`src/rtl/scanner_link_rx.sv`:
```
// Receiving end of the peer scanner's serial clock/data pair.
// The peer's clock and data are brought into the clk domain, 8-bit LSB-first
// frames are deserialized, and command and payload bytes are decoded into
// pulses, held values and a peer-status summary.
//
// state   | meaning
// --------+-----------------------------------------------------------
// ST_CMD  | next complete byte is decoded as a command code
// ST_DATA | a DATA header was seen; next complete byte is the payload
module scanner_link_rx #(
    parameter int         IDLE_TIMEOUT = 16,
    parameter logic [7:0] CMD_READY    = 8'd2,
    parameter logic [7:0] CMD_START    = 8'd3,
    parameter logic [7:0] CMD_FULL     = 8'd4,
    parameter logic [7:0] CMD_DATA     = 8'd7
) (
    input  logic       clk,
    input  logic       rst,
    input  logic       clkIn,
    input  logic       dataIn,
    output logic       cmdValid,
    output logic [7:0] cmdCode,
    output logic       dataValid,
    output logic [7:0] dataByte,
    output logic       startScan,
    output logic [1:0] peerState,
    output logic       frameError,
    output logic       busy
);

    localparam int TW = $clog2(IDLE_TIMEOUT + 1);

    typedef enum logic {
        ST_CMD  = 1'b0,
        ST_DATA = 1'b1
    } state_t;

    state_t        state_q;
    state_t        state_d;

    logic          clk_sync1;
    logic          clk_sync2;
    logic          clk_sync3;
    logic          data_sync1;
    logic          data_sync2;

    // Only seven bits are kept: the eighth bit is taken straight from the
    // synchronizer when the byte completes, and the oldest bit would be
    // shifted out before it is ever used.
    logic [6:0]    shift;
    logic [2:0]    bit_count;
    logic [TW-1:0] tmo_cnt;

    logic          rise;
    logic          byte_done;
    logic          tmo_hit;
    logic [7:0]    rx_byte;

    logic          cmd_valid_d;
    logic          data_valid_d;
    logic          start_scan_d;
    logic          frame_error_d;
    logic [7:0]    cmd_code_d;
    logic [7:0]    data_byte_d;
    logic [1:0]    peer_state_d;

    assign rise      = clk_sync2 & ~clk_sync3;
    assign byte_done = rise && (bit_count == 3'd7);
    assign rx_byte   = {data_sync2, shift};
    assign busy      = (bit_count != 3'd0) || (state_q == ST_DATA);
    // A rise in the same cycle always beats the timeout.
    assign tmo_hit   = busy && !rise && (tmo_cnt == TW'(IDLE_TIMEOUT - 1));

    // Two-flop synchronizers, plus a third clkIn flop for rising-edge detect.
    always_ff @(posedge clk or negedge rst) begin
        if (!rst) begin
            clk_sync1  <= 1'b0;
            clk_sync2  <= 1'b0;
            clk_sync3  <= 1'b0;
            data_sync1 <= 1'b0;
            data_sync2 <= 1'b0;
        end else begin
            clk_sync1  <= clkIn;
            clk_sync2  <= clk_sync1;
            clk_sync3  <= clk_sync2;
            data_sync1 <= dataIn;
            data_sync2 <= data_sync1;
        end
    end

    // Deserializer: shift in at the MSB end on each rise; a timeout drops the partial frame.
    always_ff @(posedge clk or negedge rst) begin
        if (!rst) begin
            shift     <= '0;
            bit_count <= 3'd0;
        end else if (rise) begin
            shift     <= {data_sync2, shift[6:1]};
            bit_count <= bit_count + 3'd1;
        end else if (tmo_hit) begin
            shift     <= '0;
            bit_count <= 3'd0;
        end
    end

    // Mid-frame idle timer: cleared by a rise, held at zero while idle, saturating.
    always_ff @(posedge clk or negedge rst) begin
        if (!rst) begin
            tmo_cnt <= '0;
        end else if (rise || !busy) begin
            tmo_cnt <= '0;
        end else if (tmo_cnt != TW'(IDLE_TIMEOUT)) begin
            tmo_cnt <= tmo_cnt + TW'(1);
        end
    end

    // Next-state and output decode for completed bytes and timeouts.
    always_comb begin
        state_d       = state_q;
        cmd_valid_d   = 1'b0;
        data_valid_d  = 1'b0;
        start_scan_d  = 1'b0;
        frame_error_d = 1'b0;
        cmd_code_d    = cmdCode;
        data_byte_d   = dataByte;
        peer_state_d  = peerState;

        if (byte_done) begin
            case (state_q)
                ST_CMD: begin
                    case (rx_byte)
                        CMD_READY: begin
                            cmd_valid_d  = 1'b1;
                            cmd_code_d   = rx_byte;
                            peer_state_d = 2'b01;
                        end
                        CMD_START: begin
                            cmd_valid_d  = 1'b1;
                            start_scan_d = 1'b1;
                            cmd_code_d   = rx_byte;
                            peer_state_d = 2'b10;
                        end
                        CMD_FULL: begin
                            cmd_valid_d  = 1'b1;
                            cmd_code_d   = rx_byte;
                            peer_state_d = 2'b11;
                        end
                        CMD_DATA: begin
                            cmd_valid_d = 1'b1;
                            cmd_code_d  = rx_byte;
                            state_d     = ST_DATA;
                        end
                        default: begin
                            frame_error_d = 1'b1;
                        end
                    endcase
                end
                ST_DATA: begin
                    data_valid_d = 1'b1;
                    data_byte_d  = rx_byte;
                    peer_state_d = 2'b00;
                    state_d      = ST_CMD;
                end
                default: begin
                    state_d = ST_CMD;
                end
            endcase
        end else if (tmo_hit) begin
            frame_error_d = 1'b1;
            state_d       = ST_CMD;
        end
    end

    // FSM state and registered outputs.
    always_ff @(posedge clk or negedge rst) begin
        if (!rst) begin
            state_q    <= ST_CMD;
            cmdValid   <= 1'b0;
            dataValid  <= 1'b0;
            startScan  <= 1'b0;
            frameError <= 1'b0;
            cmdCode    <= 8'd0;
            dataByte   <= 8'd0;
            peerState  <= 2'b00;
        end else begin
            state_q    <= state_d;
            cmdValid   <= cmd_valid_d;
            dataValid  <= data_valid_d;
            startScan  <= start_scan_d;
            frameError <= frame_error_d;
            cmdCode    <= cmd_code_d;
            dataByte   <= data_byte_d;
            peerState  <= peer_state_d;
        end
    end

endmodule

```
`config.mk`:
```
export PLATFORM = sky130hd
export DESIGN_NAME = scanner_link_rx
export DESIGN_NICKNAME = d
export VERILOG_FILES = /design/src/rtl/scanner_link_rx.sv
export SDC_FILE = /design/constraint.sdc
export NUM_CORES = 1
export LEC_CHECK = 0
export BUFFER_PORTS_ARGS = -buffer_cell sky130_fd_sc_hd__buf_2
export CAP_MARGIN = 20
export CORE_MARGIN = 2
export CORE_UTILIZATION = 40
export DETAILED_ROUTE_END_ITERATION = 10
export SYNTH_ARGS = -nofsm -noshare
export SYNTH_HDL_FRONTEND = slang
export SYNTH_SLANG_ARGS = --single-unit
export TNS_END_PERCENT = 100
```
`constraint.sdc`:
```
create_clock -name clk -period 2.4 [get_ports clk]
set_input_delay 0.24 -clock clk [delete_from_list [all_inputs] [get_ports clk]]
set_output_delay 0.24 -clock clk [all_outputs]
set_load 0.01 [all_outputs]
```
==> results by group <==
Outcome
  – Status: finished clean

Global routing
  – Initial antenna violation count: 0
  – GR peak layer: met2
  – Met2 usage: 20.1%
  – Pin count of the biggest net entering global routing: 44
  – Met1 Track Usage GR: 19.4%
  – GRT overflow: 0
  – Global-route wire length before repair: 5.43 mm
  – Routing usage on met3: 4.04%
  – Overall Global Routing Usage: 14.2%
  – Vias in the first global route: 1113

Setup path
  – CP Capture Type: flop
  – Critical path type: flop to flop
  – Reg2Reg Depth: 6
  – Crit path max fanout: 6
  – CP required: 2590 ps
  – Critical path launch point type: flop
  – CP arrival: 2120 ps

CTS
  – Post-CTS Resized: 0
  – Clk sinks: 43
  – Hold_buf cts: 0
  – Post-CTS Setup Bufs: 0
  – Clock buffer depth: 2
  – TritonCTS clock tree: yes
  – Clock-pin slew on the worst setup and hold paths: 80 ps
  – H-tree depth: 2
  – CTS buffer count: 5
  – Worst-Skew Late Latency: 300 ps
  – Root buffer cell: clkbuf_8

Route
  – DRT Pass-1 Iters: 4
  – Routed WL: 3.11 mm
  – DRC viols: 0
  – Initial detailed-routing violation count: 93
  – Wirelength per Cell: 13.8 µm
  – Via/cell ratio: 5.11
  – Routed vias: 1154
  – ANT nets after route: 0

Pwr
  – PwrDens: 826 mW/mm²
  – NetSw: 0.465 mW
  – Internal: 1.25 mW
  – Clock share of power: 33.5%
  – Sw Ratio: 27.2%
  – Sequential cell fraction of total power: 51.0%
  – Combinational power share: 15.5%
  – Worst vdd ir: 0.386 mV
  – Leak pwr: 1.07 nW

Placement
  – Placed cell area: 0.00195 mm²
  – GPL Wtd Cong: 0.755
  – DP Wirelength: 2.19 mm
  – Port Buf Inserts: 26
  – Worst slack at placement: 502 ps
  – Placed Instances: 218

Floorplan
  – Initial Util: 41.1%
  – Row cnt: 24
  – Die Y: 70.4 µm
  – Core Box Area: 0.00429 mm²
  – IO Count: 27
  – Die ar.: 0.00496 mm²
  – Width of the die: 70.4 µm

Timing
  – Max Clock Skew: 7.14 ps
  – Slew headroom: 38.7%
  – Unrepaired setup endpoints after global routing: false
  – Peak Freq: 0.519 GHz
  – Setup ws final: 474 ps
  – Fin crit share: 80.2%
  – Hold Vio Cnt, Final: 0
  – Worst Tran Pin Value: 919 ps
  – Final setup vio count: 0
  – Final slew viol count: 0
  – Tmin final: 1930 ps
  – Fin Setup TNS: 0 ps

Synth
  – Count of warnings emitted by yosys: 0
  – Synth Cell Area: 0.00177 mm²
  – Mean area per synthesized cell: 12.3 µm²
  – Yosys reg bits: 43
  – Syn_nets: 153
  – Syn Inst Count: 143
  – Sequential fraction of the synthesis area: 60.9%
  – Post-synthesis cell type count: 35

Finish
  – Diodes inserted: 0
  – Layout cell share with drive strength beyond 1: 27.6%
  – Final net count: 183
  – Fillers: 391
  – Post-layout util: 48.3%
  – Cell Count, Final, Fillers Out: 226
  – Reg area: 0.00108 mm²
  – Syn-to-layout area delta: 17.4%
  – Multi-input gate area in the final layout: 634 µm²
  – Final instance area: 0.00207 mm²

Job
  – Maxcap violations: 0

Min path
  – Worst Hold Depth: 1
  – Worst hold path class: primary input to flop
[stage by stage]
step	hold WS [ps]	total power, mW
after floorplan	-55.6	1.07
after global placement	332	1.14
after detailed placement	336	1.16
after CTS	42.5	1.73
after global routing	36.0	1.81
final	44.5	1.71
[power by group through the flow]
stage,clock [mW],combinational [mW],sequential [mW]
5_1_grt,0.617,0.311,0.883
4_1_cts,0.585,0.271,0.871
2_1_floorplan,0,0.214,0.854
3_3_place_gp,0,0.258,0.879
3_5_place_dp,0,0.270,0.886
6_report,0.574,0.265,0.872
[critical path, cell delays in order, from the launching register on]
cell and delay, ps:
dfrtp_1 400, ha_1 170, ha_1 210, nand4bb_1 250, nor3_2 450, nand2_1 140
a22o_1 200
[per-layer routing]
layer | wire length [µm] | part of all wire [%]
met3 | 151 | 4.9
met5 | 0 | 0
met2 | 1440 | 46
met1 | 1440 | 46
met4 | 80 | 2.6
[path summary, 6_finish.rpt]
path | from | endpoint | slack (ps)
hold reg to reg | data_sync1 | data_sync2 | 350
setup / recovery | bit_count[0] | cmdCode[0] | 470
setup reg to reg | bit_count[0] | cmdCode[0] | 470
hold / removal | clkIn | clk_sync1 | 40
min in group asynchronous | rst | peerState[0] | 70
max in group asynchronous | rst | data_sync2 | 1750
[logic make-up after synthesis]
kind of cell	count (synthesis)	share of synthesized area [%]
flops	43	60.9
simple gates	36	11.5
compound gates	32	13.2
buf+inv	14	3.12
mux	8	5.03
fa+ha+maj	6	4.25
xor+xnor	4	1.98
[sequential cells by signal, summed over array words and instances, names as in the netlist]
register	flops
state_q	1
startScan	1
cmdCode	8
cmdValid	1
peerState	2
clk_sync3	1
clk_sync2	1
tmo_cnt	5
dataValid	1
data_sync2	1
bit_count	3
dataByte	8
shift	7
clk_sync1	1
frameError	1
data_sync1	1
[Yosys cell counts]
cell type | instances | share of area [%]
a211oi_1 | 1 | 0.43
a211oi_4 | 1 | 1.1
a21o_1 | 1 | 0.43
a21oi_1 | 6 | 1.7
a21oi_2 | 1 | 0.50
a22o_1 | 9 | 4.5
a31oi_1 | 1 | 0.35
a41o_1 | 1 | 0.57
and3_1 | 1 | 0.35
buf_2 | 2 | 0.57
clkbuf_1 | 3 | 0.64
dfrtp_1 | 43 | 61
ha_1 | 6 | 4.3
inv_1 | 9 | 1.9
mux2_2 | 7 | 4.5
mux2i_1 | 1 | 0.57
nand2_1 | 11 | 2.3
nand2b_1 | 3 | 1.1
nand3_1 | 2 | 0.57
nand4bb_1 | 1 | 0.64
nor2_1 | 3 | 0.64
nor2b_1 | 6 | 2.1
nor3_1 | 3 | 0.85
nor3_2 | 1 | 0.57
o211ai_1 | 1 | 0.43
o21ai_0 | 7 | 2.0
o22ai_1 | 2 | 0.71
o2bb2ai_1 | 1 | 0.50
or2_1 | 1 | 0.35
or3_1 | 1 | 0.35
or3b_1 | 1 | 0.50
or3b_2 | 1 | 0.50
or4_4 | 1 | 0.64
xnor2_1 | 2 | 0.99
xor2_1 | 2 | 0.99
[layout by cell type (no fill, tap or decap), drive strengths merged, types with 2 or more instances in the layout]
cell    instances
mux2            7
clkbuf          6
nand2          11
xor2            2
a211oi          2
or3b            2
dfrtp          43
nor2            3
a22o            9
inv             9
ha              6
o22ai           2
nor2b           6
nand2b          3
nor3            4
buf            28
a21oi           7
xnor2           2
o21ai           7
nand3           2
[cell type report]
class	instances	share of cell area, %
Clock buffer	6	3.99
Clock inverter	2	1.69
Inverter	9	1.63
Multi-Input combinational cell	86	30.6
Sequential cell	43	51.9
Tap cell	52	3.14
Timing Repair Buffer	28	7.00
No activity file was read; power rests on OpenSTA's default activity.
